### src/rtl/seg7_pkg.sv
// seg7_pkg
// Shared definitions for the seven-segment count monitor:
//   - the eight common-anode (active-low) segment patterns, bit6..bit0 = g..a
//   - the monitor FSM state encoding
//   - small helpers for successor arithmetic and the saturating error counter
package seg7_pkg;

  localparam logic [6:0] SEG_0 = 7'b1000000;
  localparam logic [6:0] SEG_1 = 7'b1111001;
  localparam logic [6:0] SEG_2 = 7'b0100100;
  localparam logic [6:0] SEG_3 = 7'b0110000;
  localparam logic [6:0] SEG_4 = 7'b0011001;
  localparam logic [6:0] SEG_5 = 7'b0010010;
  localparam logic [6:0] SEG_6 = 7'b0000010;
  localparam logic [6:0] SEG_7 = 7'b1111000;

  localparam logic [7:0] ERR_CNT_MAX = 8'hFF;

  // IDLE   : nothing decoded yet (or the last sample was garbage)
  // TRACK  : a previous value is held and a run of correct steps is counted
  // LOCKED : enough consecutive correct steps seen; deviations are errors
  typedef enum logic [1:0] {
    ST_IDLE   = 2'd0,
    ST_TRACK  = 2'd1,
    ST_LOCKED = 2'd2
  } state_t;

  // Next value in the expected count sequence. The 3-bit result wraps
  // naturally, so 0->7 (down) and 7->0 (up) fall out of the arithmetic.
  function automatic logic [2:0] next_value(input logic [2:0] prev,
                                            input logic       down);
    logic [2:0] nxt;
    if (down) nxt = prev - 3'd1;
    else      nxt = prev + 3'd1;
    return nxt;
  endfunction

  // Error counter increment that sticks at its maximum instead of wrapping.
  function automatic logic [7:0] sat_inc(input logic [7:0] cnt);
    logic [7:0] res;
    if (cnt == ERR_CNT_MAX) res = cnt;
    else                    res = cnt + 8'd1;
    return res;
  endfunction

endpackage

### src/rtl/seg7_to_bin.sv
// seg7_to_bin
// Purely combinational lookup from a seven-segment pattern to its digit.
// Ports:
//   seg  in  7  segment pattern, active-low, bit6..bit0 = g..a
//   val  out 3  decoded value (0 when the pattern is not recognised)
//   ok   out 1  high when seg matches one of the eight known patterns
module seg7_to_bin
  import seg7_pkg::*;
(
  input  logic [6:0] seg,
  output logic [2:0] val,
  output logic       ok
);

  always_comb begin
    val = 3'd0;
    ok  = 1'b1;
    case (seg)
      SEG_0:   val = 3'd0;
      SEG_1:   val = 3'd1;
      SEG_2:   val = 3'd2;
      SEG_3:   val = 3'd3;
      SEG_4:   val = 3'd4;
      SEG_5:   val = 3'd5;
      SEG_6:   val = 3'd6;
      SEG_7:   val = 3'd7;
      default: ok  = 1'b0;
    endcase
  end

endmodule

### src/rtl/seg7_count_monitor.sv
// seg7_count_monitor
// Watches a strobed seven-segment display feed and checks that it counts
// in the expected direction (DOWN=1: 7,6,..,0,7; DOWN=0: 0,1,..,7,0).
// After LOCK_N consecutive correct steps the monitor locks; while locked,
// any out-of-sequence digit is flagged as a sequence error.
// Parameters:
//   DOWN      expected count direction (1 = down, 0 = up)
//   LOCK_N    consecutive correct transitions needed to lock (1..7)
// Ports:
//   clk        in  1  system clock, rising edge
//   reset      in  1  synchronous active-high reset
//   seg_in     in  7  segment pattern, sampled only when seg_stb=1
//   seg_stb    in  1  one-cycle sample strobe
//   digit      out 3  last successfully decoded value
//   digit_vld  out 1  pulse: a good code was decoded
//   bad_code   out 1  pulse: sampled pattern not in the code table
//   seq_err    out 1  pulse: locked and the digit is not the expected successor
//   locked     out 1  high while in LOCKED
//   err_cnt    out 8  saturating count of bad_code + seq_err events
module seg7_count_monitor
  import seg7_pkg::*;
#(
  parameter bit DOWN   = 1'b1,
  parameter int LOCK_N = 2
) (
  input  logic       clk,
  input  logic       reset,
  input  logic [6:0] seg_in,
  input  logic       seg_stb,
  output logic [2:0] digit,
  output logic       digit_vld,
  output logic       bad_code,
  output logic       seq_err,
  output logic       locked,
  output logic [7:0] err_cnt
);

  // run never exceeds LOCK_N-1 <= 6, so run+1 always fits in 3 bits.
  localparam logic [2:0] LOCK_TARGET = 3'(LOCK_N);

  state_t     state;
  logic [2:0] prev;
  logic [2:0] run;

  logic [2:0] dec_val;
  logic       dec_ok;
  logic       is_succ;

  seg7_to_bin u_dec (
    .seg (seg_in),
    .val (dec_val),
    .ok  (dec_ok)
  );

  assign is_succ = (dec_val == next_value(prev, DOWN));

  // Monitor FSM. Pulse outputs default low every cycle so they last exactly
  // one cycle after a strobe; digit, locked and err_cnt only move when a
  // strobe is accepted. A bad pattern wipes the history (back to IDLE) but
  // leaves digit and prev untouched since nothing valid was seen.
  always_ff @(posedge clk) begin
    if (reset) begin
      state     <= ST_IDLE;
      prev      <= 3'd0;
      run       <= 3'd0;
      digit     <= 3'd0;
      digit_vld <= 1'b0;
      bad_code  <= 1'b0;
      seq_err   <= 1'b0;
      locked    <= 1'b0;
      err_cnt   <= 8'd0;
    end else begin
      digit_vld <= 1'b0;
      bad_code  <= 1'b0;
      seq_err   <= 1'b0;
      if (seg_stb) begin
        if (!dec_ok) begin
          bad_code <= 1'b1;
          err_cnt  <= sat_inc(err_cnt);
          state    <= ST_IDLE;
          locked   <= 1'b0;
          run      <= 3'd0;
        end else begin
          digit_vld <= 1'b1;
          digit     <= dec_val;
          prev      <= dec_val;
          case (state)
            ST_IDLE: begin
              run    <= 3'd0;
              state  <= ST_TRACK;
              locked <= 1'b0;
            end
            ST_TRACK: begin
              if (is_succ) begin
                if (run + 3'd1 == LOCK_TARGET) begin
                  state  <= ST_LOCKED;
                  locked <= 1'b1;
                  run    <= 3'd0;
                end else begin
                  run <= run + 3'd1;
                end
              end else begin
                // A fresh starting point, not an error: just restart the run.
                run <= 3'd0;
              end
            end
            ST_LOCKED: begin
              if (!is_succ) begin
                seq_err <= 1'b1;
                err_cnt <= sat_inc(err_cnt);
                state   <= ST_TRACK;
                locked  <= 1'b0;
                run     <= 3'd0;
              end
            end
            default: begin
              state  <= ST_IDLE;
              locked <= 1'b0;
              run    <= 3'd0;
            end
          endcase
        end
      end
    end
  end

endmodule

### config.mk
export PLATFORM = sky130hd
export DESIGN_NAME = seg7_count_monitor
export DESIGN_NICKNAME = d
export VERILOG_FILES = /design/src/rtl/seg7_pkg.sv /design/src/rtl/seg7_to_bin.sv /design/src/rtl/seg7_count_monitor.sv
export SDC_FILE = /design/constraint.sdc
export NUM_CORES = 1
export LEC_CHECK = 0
export CORE_MARGIN = 5
export CORE_UTILIZATION = 54
export CTS_CLUSTER_SIZE = 30
export DETAILED_ROUTE_END_ITERATION = 12
export PLACE_DENSITY_LB_ADDON = 0.15
export RECOVER_POWER = 25
export SLEW_MARGIN = 40
export SYNTH_ARGS = -nofsm -noshare
export SYNTH_HDL_FRONTEND = slang
export SYNTH_HIERARCHICAL = 1
export SYNTH_SLANG_ARGS = --single-unit
### constraint.sdc
create_clock -name clk -period 5.5 [get_ports clk]
set_clock_uncertainty 0.1 [all_clocks]
set_input_delay 1.1 -clock clk [delete_from_list [all_inputs] [get_ports clk]]
set_output_delay 1.1 -clock clk [all_outputs]
set_load 0.02 [all_outputs]
==> results.json <==
{
  "grt_pass1_vias": 995,
  "crit_chain": "clkdlybuf4s50_1 -> and4bb_1 -> a21oi_1 -> o31ai_2 -> a311o_1 -> inv_1 -> nor4_4 -> nor4_1 -> mux2_2",
  "slew_headroom_pct": 56.7,
  "seq_area_frac_synth_pct": 31.8,
  "dr.first_iter.drc_count": 15,
  "rrSetupSlack_ns": 3.28,
  "setup_viol": 0,
  "netlist_instances": 137,
  "row_count": 17,
  "grt-ovfl-total": 0,
  "tns_ns": 0,
  "synth_nets": 151,
  "drc_errors": 0,
  "synth_top_cell_area_share_pct": 31.8,
  "seq_power_share_pct": 57.6,
  "drv_cap": 0,
  "clock-sinks": 19,
  "cts.htree.levels": 1,
  "die_area_um2": 3260,
  "synth_edf_count": 0,
  "synth.distinct_cells": 48,
  "die_width_um": 57.1,
  "wl_per_cell_um": 14.0,
  "irDropWorstVdd_uv": 140,
  "boundaryPins": 25,
  "grtUsageTotal_pct": 16.0,
  "postCtsSetupBuffers": 0,
  "power.switching_uw": 62.9,
  "finalPower_uw": 246,
  "first_pass_iters": 4,
  "clk_latency_ns": 0.29,
  "cts-resized-gates": 0,
  "die_height_um": 57.1,
  "critPathArrivalTime_ns": 3.96,
  "cts_tree": "yes",
  "cp.required_ns": 5.60,
  "grt_pass1_wl_mm": 4.37,
  "synth_area_per_cell_um2": 8.74,
  "antenna_found_initial": 0,
  "start_util_pct": 55.2,
  "slowest_stage": "nor4_4",
  "cts_buffers": 3,
  "drt_wl_total_mm": 2.60,
  "p_int_uw": 183,
  "finalCritPeriodShare_pct": 70.3,
  "period_minus_slack_ns": 3.87,
  "clock_path_buffers": 2,
  "clkPwrFrac_pct": 27.7,
  "port_buffers": 24,
  "cts_hold_buf": 0,
  "vias": 1117,
  "power_density_nw_per_um2": 167,
  "clock-root-buffer": "clkbuf_4",
  "place_area_um2": 1430,
  "grt_max_degree": 20,
  "place_congestion": 0.757,
  "synth_area_leaders": "dfxtp_1 32%, a21oi_1 4.6%, ha_1 4.2%",
  "yosysWarnings": 6,
  "postRouteAntennaNets": 0,
  "yosys.area.top_type": "dfxtp_1",
  "hp-class": "reg2reg",
  "cp_slowest_stage_delay_ns": 0.61,
  "finalMaxSlewViolations": 0,
  "design_area_um2": 1480,
  "hpwl_mm": 1.97,
  "syn_to_final_growth_pct": 23.2,
  "num_antenna_cells": 0,
  "path_max_fanout": 14,
  "final_nets": 173,
  "grt_setup_unrepaired": "no",
  "vias_per_cell": 6.01,
  "cts.clk_slew.worst_paths_ns": 0.11,
  "syn_area_um2": 1200,
  "endpoint_kind": "register",
  "core-area_um2": 2170,
  "leakage_uw": 0.000540,
  "tightest_slew_ns": 0.641,
  "fin_hold_ws_ns": 0.373,
  "synth_flop_cell": "dfxtp_1",
  "worstSetupStartpointType": "input port",
  "hold_viol_final": 0,
  "drive_gt1_share_pct": 10.8,
  "pwr-share-comb_pct": 14.7,
  "synthArstFlopShare_pct": 0,
  "outcome": "completed",
  "switching_share_pct": 25.6,
  "ys_ff_latch": 19,
  "fmax_mhz": 259,
  "crit_type": "in2reg"
}
-- worst max-delay path: cells and delay by family --
| family | cells | cell delay, ns |
|---|---|---|
| AOI/OAI and AO/OA | 3 | 0.75 |
| buffers and inverters | 2 | 0.71 |
| muxes | 1 | 0.30 |
| and+or+nand+nor | 3 | 1.11 |
-- placed cells by master, fill, tap and decap left out, drive strengths merged, types with 2 or more instances in the layout --
cell type      netlist  routed
and4bb               2       2
nor3b                3       3
mux2                 2       2
or3                  3       3
a21oi               11      11
ha                   4       4
a22o                 2       2
a2111oi              2       2
nand4                2       2
nand2               12      12
dfxtp               19      19
xnor2                2       2
o31ai                6       6
xor2                 2       2
nor2                 6       6
nor4                 3       3
o21ai                3       3
nor2b                3       3
or2                  2       2
clkdlybuf4s50        0      16
or4                  4       4
dlygate4sd3          0       8
nor3                 2       2
o41ai                2       2
nand2b               4       4
a21o                 2       2
clkbuf               3       3
inv                  7       7
nand3                9       9
-- power by group through the flow --
stage | combinational [µW] | sequential (µW) | clock (µW)
6_report | 36.2 | 142 | 68.1
5_1_grt | 39.1 | 142 | 76.4
4_1_cts | 35.7 | 142 | 69.4
3_5_place_dp | 35.6 | 145 | 0
3_3_place_gp | 34.6 | 145 | 0
2_1_floorplan | 18.7 | 147 | 0
-- metal layers --
metal  global-route usage, %  share of wire [%]  up-vias
li1                        -                  -      556
met1                    21.0                 46      535
met2                    26.8                 50       24
met3                    3.62                4.1        2
met4                    3.64               0.46        0
met5                       0                  0        -
-- cell type report --
cell class,count,area (µm²)
Clock buffer,3,22.5
Fill cell,184,694
Tap cell,28,35.0
Multi-Input combinational cell,104,766
Clock inverter,1,5.00
Timing Repair Buffer,24,240
Inverter,7,26.3
Sequential cell,19,380
-- registers in the layout, indices dropped and copies added, names as in the netlist --
signal and cells:
prev 3, bad_code 1, state 1, digit_vld 1, err_cnt 8, seq_err 1
locked 1, run 3
-- Yosys cell counts (2+ instances only) --
cell       n
o41ai_1    2
nand2_1   12
nand2b_1   4
mux2_2     2
xnor2_1    2
or2_2      2
dfxtp_1   19
nand3_1    9
ha_1       4
buf_2      2
xor2_1     2
nor2_1     6
inv_1      7
o31ai_1    4
o21ai_0    2
clkbuf_1   3
and4bb_1   2
nor3b_1    3
a21oi_1   11
or3_4      2
a22o_1     2
a21o_1     2
or4_1      4
nand4_1    2
nor2b_1    3
nor4_1     2
-- metrics by stage --
step           util, %  setup slack [ns]  instances
6_report          68.0              1.63        186
5_1_grt           68.0              1.41        186
4_1_cts           67.3              1.42        186
3_5_place_dp      66.0              1.09        182
3_3_place_gp      66.0              1.26        182
2_1_floorplan        -              2.22        137
-- logic make-up after synthesis --
family	count (synthesis)	share of synthesized area, %
DFF	19	31.8
AOI/OAI and AO/OA	34	21.4
adders and majority gates	4	4.18
muxes	2	1.88
xor gates and xnor gates	5	4.91
buffers and inverters	14	5.54
and+or+nand+nor	59	30.3
-- worst paths after layout --
kind                        endpoint                 start  cells after the start
min reg2reg      run[2]$_SDFFE_PP0P_   run[2]$_SDFFE_PP0P_                      1
min              run[2]$_SDFFE_PP0P_   run[2]$_SDFFE_PP0P_                      1
max reg2reg  err_cnt[5]$_SDFFE_PP0P_  prev[0]$_SDFFE_PP0P_                      6
max          err_cnt[5]$_SDFFE_PP0P_             seg_in[1]                      9
Power figures use the tool's default switching activity.
